File: config.mk
export PLATFORM = sky130hd
export DESIGN_NAME = bicubic_feeder
export DESIGN_NICKNAME = d
export VERILOG_FILES = /design/src/rtl/bicubic_feeder.sv
export SDC_FILE = /design/constraint.sdc
export NUM_CORES = 1
export LEC_CHECK = 0
export CAP_MARGIN = 20
export CORE_MARGIN = 5
export CORE_UTILIZATION = 60
export CTS_CLUSTER_DIAMETER = 80
export CTS_CLUSTER_SIZE = 28
export DETAILED_ROUTE_END_ITERATION = 10
export DONT_BUFFER_PORTS = 1
export HOLD_SLACK_MARGIN = 0.05
export MAX_ROUTING_LAYER = met4
export PLACE_DENSITY = 0.75
export SYNTH_ARGS = -nofsm -noshare
export SYNTH_HDL_FRONTEND = slang
export SYNTH_SLANG_ARGS = --single-unit
File: constraint.sdc
create_clock -name clk -period 5.84 [get_ports clk]
set_clock_uncertainty 0.05 [all_clocks]
set_input_delay 0 -clock clk [delete_from_list [all_inputs] [get_ports clk]]
set_output_delay 0 -clock clk [all_outputs]
set_load 0.005 [all_outputs]
File: src/rtl/bicubic_feeder.sv
// Sequences one bicubic window: four horizontal row passes through an external
// engine, then one vertical pass over the row results, and reports the pixel.
module bicubic_feeder #(
    parameter int unsigned IMG_W  = 100,
    parameter int unsigned ADDR_W = 14,
    parameter int unsigned TMO    = 31
) (
    input  logic              clk,
    input  logic              rst,
    input  logic              job_valid,
    output logic              job_ready,
    input  logic [6:0]        job_x,
    input  logic [6:0]        job_y,
    input  logic [7:0]        job_tx,
    input  logic [7:0]        job_ty,
    output logic              mem_rd_en,
    output logic [ADDR_W-1:0] mem_addr,
    input  logic [7:0]        mem_rd_data,
    output logic              eng_start,
    output logic [7:0]        eng_X0,
    output logic [7:0]        eng_X1,
    output logic [7:0]        eng_X2,
    output logic [7:0]        eng_X3,
    output logic [7:0]        eng_P0,
    output logic [7:0]        eng_P1,
    output logic [7:0]        eng_P2,
    output logic [7:0]        eng_P3,
    input  logic [7:0]        eng_out_val,
    input  logic              eng_finish,
    output logic              res_valid,
    output logic [7:0]        res_data,
    output logic              res_err,
    output logic              busy
);

    localparam int unsigned CRD_W = 7;
    localparam int unsigned PIX_W = 8;
    localparam int unsigned CNT_W = $clog2(TMO + 1);
    // Counter value on the last wait cycle whose decision lands res_valid TMO cycles after eng_start
    localparam logic [CNT_W-1:0] CNT_LAST = CNT_W'(TMO - 2);

    typedef enum logic [2:0] {
        S_IDLE,
        S_POW,
        S_FETCH,
        S_ROW_START,
        S_ROW_WAIT,
        S_COL_START,
        S_COL_WAIT,
        S_OUT
    } state_t;

    state_t state, state_n;

    logic [CRD_W-1:0]      jx, jx_n, jy, jy_n;
    logic [PIX_W-1:0]      tx, tx_n, ty, ty_n;
    logic [PIX_W-1:0]      tx2, tx2_n, tx3, tx3_n, ty2, ty2_n, ty3, ty3_n;
    logic                  pcnt, pcnt_n;
    logic [2:0]            fcnt, fcnt_n;
    logic [1:0]            r, r_n;
    logic [CNT_W-1:0]      cnt, cnt_n;
    logic [3:0][PIX_W-1:0] pix, pix_n;
    logic [3:0][PIX_W-1:0] colbuf, colbuf_n;
    logic [3:0][PIX_W-1:0] eng_x, eng_x_n;
    logic [3:0][PIX_W-1:0] eng_p, eng_p_n;
    logic                  mem_rd_en_n;
    logic [ADDR_W-1:0]     mem_addr_n;
    logic                  eng_start_n;
    logic                  res_valid_n;
    logic [PIX_W-1:0]      res_data_n;
    logic                  res_err_n;

    // Q0.8 product with round-half-up
    function automatic logic [PIX_W-1:0] qmul(input logic [PIX_W-1:0] a, input logic [PIX_W-1:0] b);
        logic [15:0] p;
        p = 16'(a) * 16'(b) + 16'd128;
        return p[15:8];
    endfunction

    function automatic logic [ADDR_W-1:0] addr_of(input logic [CRD_W-1:0] x, input logic [CRD_W-1:0] y,
                                                  input logic [1:0] rr, input logic [2:0] c);
        logic [31:0] a;
        a = (32'(y) + 32'(rr)) * 32'(IMG_W) + 32'(x) + 32'(c);
        return ADDR_W'(a);
    endfunction

    always_comb begin
        state_n     = state;
        jx_n        = jx;
        jy_n        = jy;
        tx_n        = tx;
        ty_n        = ty;
        tx2_n       = tx2;
        tx3_n       = tx3;
        ty2_n       = ty2;
        ty3_n       = ty3;
        pcnt_n      = pcnt;
        fcnt_n      = fcnt;
        r_n         = r;
        cnt_n       = cnt;
        pix_n       = pix;
        colbuf_n    = colbuf;
        eng_x_n     = eng_x;
        eng_p_n     = eng_p;
        mem_rd_en_n = 1'b0;
        mem_addr_n  = mem_addr;
        eng_start_n = 1'b0;
        res_valid_n = 1'b0;
        res_data_n  = res_data;
        res_err_n   = 1'b0;

        case (state)
            S_IDLE: begin
                if (job_valid) begin
                    jx_n    = job_x;
                    jy_n    = job_y;
                    tx_n    = job_tx;
                    ty_n    = job_ty;
                    pcnt_n  = 1'b0;
                    state_n = S_POW;
                end
            end
            S_POW: begin
                if (!pcnt) begin
                    tx2_n  = qmul(tx, tx);
                    ty2_n  = qmul(ty, ty);
                    pcnt_n = 1'b1;
                end else begin
                    tx3_n       = qmul(tx2, tx);
                    ty3_n       = qmul(ty2, ty);
                    r_n         = 2'd0;
                    fcnt_n      = 3'd0;
                    mem_rd_en_n = 1'b1;
                    mem_addr_n  = addr_of(jx, jy, 2'd0, 3'd0);
                    state_n     = S_FETCH;
                end
            end
            S_FETCH: begin
                // Read data trails the strobe by one cycle
                if (fcnt != 3'd0) begin
                    pix_n[2'(fcnt - 3'd1)] = mem_rd_data;
                end
                if (fcnt == 3'd4) begin
                    eng_start_n = 1'b1;
                    eng_x_n     = {tx3, tx2, tx, 8'hFF};
                    eng_p_n     = pix_n;
                    state_n     = S_ROW_START;
                end else begin
                    fcnt_n = fcnt + 3'd1;
                    if (fcnt_n < 3'd4) begin
                        mem_rd_en_n = 1'b1;
                        mem_addr_n  = addr_of(jx, jy, r, fcnt_n);
                    end
                end
            end
            S_ROW_START: begin
                cnt_n   = '0;
                state_n = S_ROW_WAIT;
            end
            S_ROW_WAIT: begin
                if (eng_finish) begin
                    colbuf_n[r] = eng_out_val;
                    if (r == 2'd3) begin
                        eng_start_n = 1'b1;
                        eng_x_n     = {ty3, ty2, ty, 8'hFF};
                        eng_p_n     = colbuf_n;
                        state_n     = S_COL_START;
                    end else begin
                        r_n         = r + 2'd1;
                        fcnt_n      = 3'd0;
                        mem_rd_en_n = 1'b1;
                        mem_addr_n  = addr_of(jx, jy, r_n, 3'd0);
                        state_n     = S_FETCH;
                    end
                end else if (cnt == CNT_LAST) begin
                    res_valid_n = 1'b1;
                    res_err_n   = 1'b1;
                    res_data_n  = '0;
                    state_n     = S_OUT;
                end else begin
                    cnt_n = cnt + CNT_W'(1);
                end
            end
            S_COL_START: begin
                cnt_n   = '0;
                state_n = S_COL_WAIT;
            end
            S_COL_WAIT: begin
                if (eng_finish) begin
                    res_valid_n = 1'b1;
                    res_data_n  = eng_out_val;
                    state_n     = S_OUT;
                end else if (cnt == CNT_LAST) begin
                    res_valid_n = 1'b1;
                    res_err_n   = 1'b1;
                    res_data_n  = '0;
                    state_n     = S_OUT;
                end else begin
                    cnt_n = cnt + CNT_W'(1);
                end
            end
            S_OUT: begin
                state_n = S_IDLE;
            end
            default: begin
                state_n = S_IDLE;
            end
        endcase
    end

    always_ff @(posedge clk or posedge rst) begin
        if (rst) begin
            state     <= S_IDLE;
            jx        <= '0;
            jy        <= '0;
            tx        <= '0;
            ty        <= '0;
            tx2       <= '0;
            tx3       <= '0;
            ty2       <= '0;
            ty3       <= '0;
            pcnt      <= 1'b0;
            fcnt      <= '0;
            r         <= '0;
            cnt       <= '0;
            pix       <= '0;
            colbuf    <= '0;
            eng_x     <= '0;
            eng_p     <= '0;
            job_ready <= 1'b1;
            busy      <= 1'b0;
            mem_rd_en <= 1'b0;
            mem_addr  <= '0;
            eng_start <= 1'b0;
            res_valid <= 1'b0;
            res_data  <= '0;
            res_err   <= 1'b0;
        end else begin
            state     <= state_n;
            jx        <= jx_n;
            jy        <= jy_n;
            tx        <= tx_n;
            ty        <= ty_n;
            tx2       <= tx2_n;
            tx3       <= tx3_n;
            ty2       <= ty2_n;
            ty3       <= ty3_n;
            pcnt      <= pcnt_n;
            fcnt      <= fcnt_n;
            r         <= r_n;
            cnt       <= cnt_n;
            pix       <= pix_n;
            colbuf    <= colbuf_n;
            eng_x     <= eng_x_n;
            eng_p     <= eng_p_n;
            job_ready <= (state_n == S_IDLE);
            busy      <= (state_n != S_IDLE);
            mem_rd_en <= mem_rd_en_n;
            mem_addr  <= mem_addr_n;
            eng_start <= eng_start_n;
            res_valid <= res_valid_n;
            res_data  <= res_data_n;
            res_err   <= res_err_n;
        end
    end

    assign eng_X0 = eng_x[0];
    assign eng_X1 = eng_x[1];
    assign eng_X2 = eng_x[2];
    assign eng_X3 = eng_x[3];
    assign eng_P0 = eng_p[0];
    assign eng_P1 = eng_p[1];
    assign eng_P2 = eng_p[2];
    assign eng_P3 = eng_p[3];

endmodule

# Word level (Yosys, flattened, before mapping)
# Index checks and enable logic that the tools add are counted.
[classes]
n_addsub = 14
n_mul = 7
n_div = 0
n_lt_le_gt_ge = 5
eq_ne = 21
shifts = 0
muxes = 62
n_bitwise = 1
reduce_logical = 25
[op_table]
columns = ["op", "n"]
rows = [
  ["$mux W32", 7],
  ["$pmux W32 S2", 2],
  ["$mux W14", 5],
  ["$add A16 B8 Y16 const B", 4],
  ["$bwmux W32", 2],
  ["$mul A8 B8 Y16", 4],
  ["$add A14 B7 Y14", 3],
  ["$pmux W14 S3", 1],
  ["$mux W8", 5],
  ["$mux W3", 11],
  ["$demux W8 S2", 2],
  ["$mul A8 B5 Y12 const B", 2],
  ["$pmux W3 S8", 1],
  ["$ne A2 B2 Y1 const B", 11],
  ["$add A7 B2 Y8", 2],
  ["$pmux W8 S2", 1],
  ["$eq A3 B3 Y1 const B", 5],
  ["$add A14 B3 Y14", 1],
  ["$mux W1", 13],
  ["$mul A7 B5 Y12 const B", 1],
  ["$reduce_and A2 Y1", 6],
  ["$mux W5", 2],
  ["$pmux W5 S2", 1],
  ["$reduce_bool A2 Y1", 5],
  ["other kinds (25)", 38],
]
[totals]
ff_bits = 232
latch_bits = 0
mem_bits_rw = 0
romBits = 0
input_bits = 50
memories = 0

# Longest topological paths before layout
[depth]
word_depth = 9
ltp_mapped = 20
ltp_nobuf = 20

# Least setup slack after synthesis
# OpenSTA, ideal clock, no wires.
[synth_path]
kind = "register to register"
from = "register tx[5]"
to = "register tx2[7]"
arrival_ns = 4.686
required_ns = 5.659
slack_ns = 0.973
stages_incl_launch_ff = 20
synth_period_minus_slack_ns = 4.867
cell_sequence = "dfrtp_1 -> clkbuf_1 -> clkbuf_1 -> nand2_1 -> inv_1 -> fa_1 -> inv_1 -> fa_1 -> fa_1 -> fa_1 -> inv_1 -> ha_1 -> and3_1 -> a21oi_1 -> o21ai_1 -> o41a_1 -> a31o_2 -> a21oi_1 -> xnor2_1 -> o21ai_1"
[synth_via]
elab_chain_len = 2
[synth_rtl]
columns = ["item", "line_no", "text"]
rows = [
  ["start: declaration", "56", "logic [PIX_W-1:0] tx, tx_n, ty, ty_n;"],
  ["start signal: assignment", "242", "tx <= tx_n;"],
  ["$mul A8 B8 Y16", "76", "p = 16'(a) * 16'(b) + 16'd128;"],
  ["$add A16 B8 Y16", "76", ""],
  ["end signal: assignment", "244", "tx2 <= tx2_n;"],
  ["end: declaration", "57", "logic [PIX_W-1:0] tx2, tx2_n, tx3, tx3_n, ty2, ty2_n, ty3, ty3_n;"],
]
# No other way between the ends.
# A chain may end at the register's enable or synchronous reset.

# Worst setup path after layout
[layout_path]
from = "register r[1]"
to = "register mem_addr[13]"
[layout_via]
elab_chain_len = 7
[layout_rtl]
columns = ["item", "line_no", "text"]
rows = [
  ["start: declaration", "60", "logic [1:0] r, r_n;"],
  ["start signal: assignment", "250", "r <= r_n;"],
  ["$add A7 B2 Y8 / $add A2 B1 Y2 (equally long branches)", "83, 169", ""],
  ["$mul A8 B5 Y12 / $add A7 B2 Y8 (equally long branches)", "83", "a = (32'(y) + 32'(rr)) * 32'(IMG_W) + 32'(x) + 32'(c);"],
  ["$add A14 B7 Y14 / $mul A8 B5 Y12 (equally long branches)", "83", ""],
  ["$add A14 B3 Y14 / $add A14 B7 Y14 (equally long branches)", "83", ""],
  ["$mux W14, on equally long branches", "150, 163", ""],
  ["$mux W14, on equally long branches", "143, 161", ""],
  ["$pmux W14 S3", "112", "case (state)"],
  ["end signal: assignment", "259", "mem_addr <= mem_addr_n;"],
  ["end: declaration", "17", "output logic [ADDR_W-1:0] mem_addr,"],
]
# Parallel ways exist; a longest one is shown, timed or not. The select of a mux whose other input is x is not followed.

==> impl_metrics.env <==
export IMPL_status="complete, no violations"
export IMPL_antenna_cells=0
export IMPL_grt_pass1_wl_mm=71.1
export IMPL_relSlewSlack_pct=27.1
export IMPL_critPathMaxFanout=6
export IMPL_syn_nets=2460
export IMPL_synth_common_cells="ha_1 (246), nand2_1 (230), dfrtp_1 (224), inv_1 (223), o21ai_0 (135)"
export IMPL_drc=0
export IMPL_fmax_mhz=188
export IMPL_wire_per_inst_um=17.1
export IMPL_ys_async_sr_fraction_pct=100
export IMPL_synth_seq_cells=225
export IMPL_holdPathEnd="ty[4]"
export IMPL_cts_tree="done"
export IMPL_min_period_ns=5.31
export IMPL_drtPass1Iterations=5
export IMPL_hold_class="in -> reg"
export IMPL_post_cts_buffers=0
export IMPL_placed_area_mm2=0.0198
export IMPL_layout_drive_gt1_share_pct=6.15
export IMPL_synth_edf_count=0
export IMPL_r2r_end="mem_addr[13]"
export IMPL_setup_viol=0
export IMPL_crit_arrival_ns=5.67
export IMPL_yosysWarnings=0
export IMPL_grt_pass1_vias=14354
export IMPL_rsz0062_at_grt="false"
export IMPL_drt_vias_per_instance=5.60
export IMPL_maxCapViolCount=0
export IMPL_synthesis_area_mm2=0.0196
export IMPL_required_ns=6.21
export IMPL_postRouteAntennaNets=0
export IMPL_cp_end_kind="flip-flop"
export IMPL_track_usage_pct=24.4
export IMPL_port_buffers=0
export IMPL_die_h_um=191
export IMPL_htreeDepth=1
export IMPL_antenna_found_initial=0
export IMPL_syn_inst=2035
export IMPL_grt_overflow=0
export IMPL_clockBufferDepth=3
export IMPL_cts_sinks=225
export IMPL_ys_seq_area_share_pct=28.8
export IMPL_ios=142
export IMPL_reg2reg_depth=20
export IMPL_final_max_slew_violation_count=0
export IMPL_clock_latency_ns=0.53
export IMPL_start_util_pct=60.5
export IMPL_gp_congestion=0.906
export IMPL_synth_area_leaders="dfrtp_1 (29%), ha_1 (16%), fa_1 (13%)"
export IMPL_clock_root_buffer="clkbuf_16"
export IMPL_finalSetupTns_ns=0
export IMPL_finalHoldViolations=0
export IMPL_hold_depth=3
export IMPL_areaGrowthSynthToFinish_pct=7.62
export IMPL_synth_most_common_cell="ha_1"
export IMPL_clk_pin_slew_worst_paths_ns=0.09
export IMPL_hpwl_mm=31.7
export IMPL_avgSynthCellArea_um2=9.63
export IMPL_grt_start_max_net_pins=138
export IMPL_synth_cell_type_count=64
export IMPL_fin_area_mm2=0.0211
export IMPL_dieArea_mm2=0.0364
export IMPL_row_count=66
export IMPL_die_w_um=191
export IMPL_finalCritPeriodShare_pct=90.9
export IMPL_worstSetupPathType="reg -> reg"
export IMPL_cts_buffers=15
export IMPL_reg2reg_slack_ns=0.53
export IMPL_reg2reg_from="r[1]"
export IMPL_cts_hold_buffers=69
export IMPL_nNetsFinal=2449
export IMPL_synth_top_area_share_pct=28.6
export IMPL_synthFlopType="dfrtp_1"
export IMPL_drt_iter0_markers=772
export IMPL_num_vias=13862
export IMPL_start_kind="flip-flop"
export IMPL_yosysTopAreaCell="dfrtp_1"
export IMPL_wl_mm=42.4
export IMPL_worstMarginPinSlew_ns=1.09
export IMPL_core_area_mm2=0.0324
export IMPL_hold_start="job_ty[4]"
export IMPL_cts_resized=0
==> through the flow <==
stage          cells  util [%]  hold WS [ns]  setup WS (ns)
3_5_place_dp    2380      61.3        -0.138          0.572
5_1_grt         2474      65.1        0.0983          0.223
3_3_place_gp    2379      61.2        -0.136          0.808
6_report        2474      65.1         0.111          0.534
2_1_floorplan   2035         -        0.0668          0.973
4_1_cts         2474      65.1        0.0837          0.544
==> how the worst max path moves through the flow <==
stage	from	to
after floorplan	tx[5]	tx2[7]
after global placement	tx[2]	tx2[7]
after detailed placement	r[1]	mem_addr[13]
after CTS	r[1]	mem_addr[13]
after global routing	r[1]	mem_addr[13]
final	r[1]	mem_addr[13]
==> kinds of logic (layout without fill, tap and decap cells) <==
kind of cell | count (synthesis) | in the layout | share of synthesized area, %
buffers and inverters | 330 | 327 | 6.57
DFF | 225 | 225 | 28.8
muxes | 181 | 181 | 9.73
and+or+nand+nor | 543 | 543 | 13.2
adders and majority gates | 375 | 375 | 28.9
AOI/OAI and AO/OA | 290 | 290 | 8.79
xor gates and xnor gates | 91 | 91 | 4.07
==> worst max-delay path, stage by stage (launching register included) <==
cell and delay, ns:
dfrtp_1 0.49, inv_1 0.11, ha_1 0.32, inv_1 0.07, fa_1 0.51, nand2b_1 0.20, xnor2_1 0.26, ha_1 0.29
ha_1 0.27, inv_1 0.05, fa_1 0.50, inv_1 0.04, ha_1 0.31, nor2_1 0.07, nor3b_1 0.29, mux2_2 0.38
a211oi_1 0.45, nor4_2 0.08, xnor2_1 0.19, o21ai_1 0.08, a31o_1 0.18
==> per-layer routing <==
metal | GRT usage, % | vias to the layer above | routed length [um]
li1 | - | 6701 | -
met1 | 30.6 | 6818 | 18500
met2 | 42.3 | 275 | 20900
met3 | 3.88 | 68 | 1890
met4 | 5.30 | 0 | 987
met5 | - | - | 0
==> registers in the layout, summed over array words and instances, names as in the netlist, 5 cells and up <==
name,cells
colbuf,32
pix,32
mem_addr,14
eng_P0,8
eng_P1,8
eng_P2,8
eng_P3,8
eng_X1,8
eng_X2,8
eng_X3,8
res_data,8
tx2,8
tx3,8
tx,8
ty2,8
ty3,8
ty,8
jx,7
jy,7
cnt,5
==> cells in the final DEF (no fill, tap or decap), types with 6 or more instances in the layout <==
cell type      netlist  final
and3_1              11     10
a22o_1               8      8
a211oi_1             9      9
buf_4                7      8
fa_1               129    129
nor2_1              90     89
mux2i_1            115    115
nand2_1            230    230
and2_1             110    110
xnor2_1             56     56
o21ai_0            135    135
nand2b_1            16     16
nor2b_1             17     17
dfrtp_1            224    224
xor2_1              35     35
inv_1              223    222
a21oi_1             65     65
clkbuf_16            0     15
dlygate4sd3_1        0     69
ha_1               246    246
nor3_1              15     15
nand4_1              6      6
a31oi_1             11     11
nor3b_1              8      8
mux2_2              65     65
or2_2                8      8
nand3_1             18     18
a21o_1              11     11
==> cell type report <==
class                           count  area, um^2
Inverter                          223         841
Multi-Input combinational cell   1480       12700
Tap cell                          442         553
Clock buffer                       16         389
Clock inverter                      9         169
Fill cell                        2533       11300
Timing Repair Buffer               79         798
Sequential cell                   225        5630
Power is not shown: default switching activity piles up to over one toggle a cycle in this logic, so the estimate is an artifact.
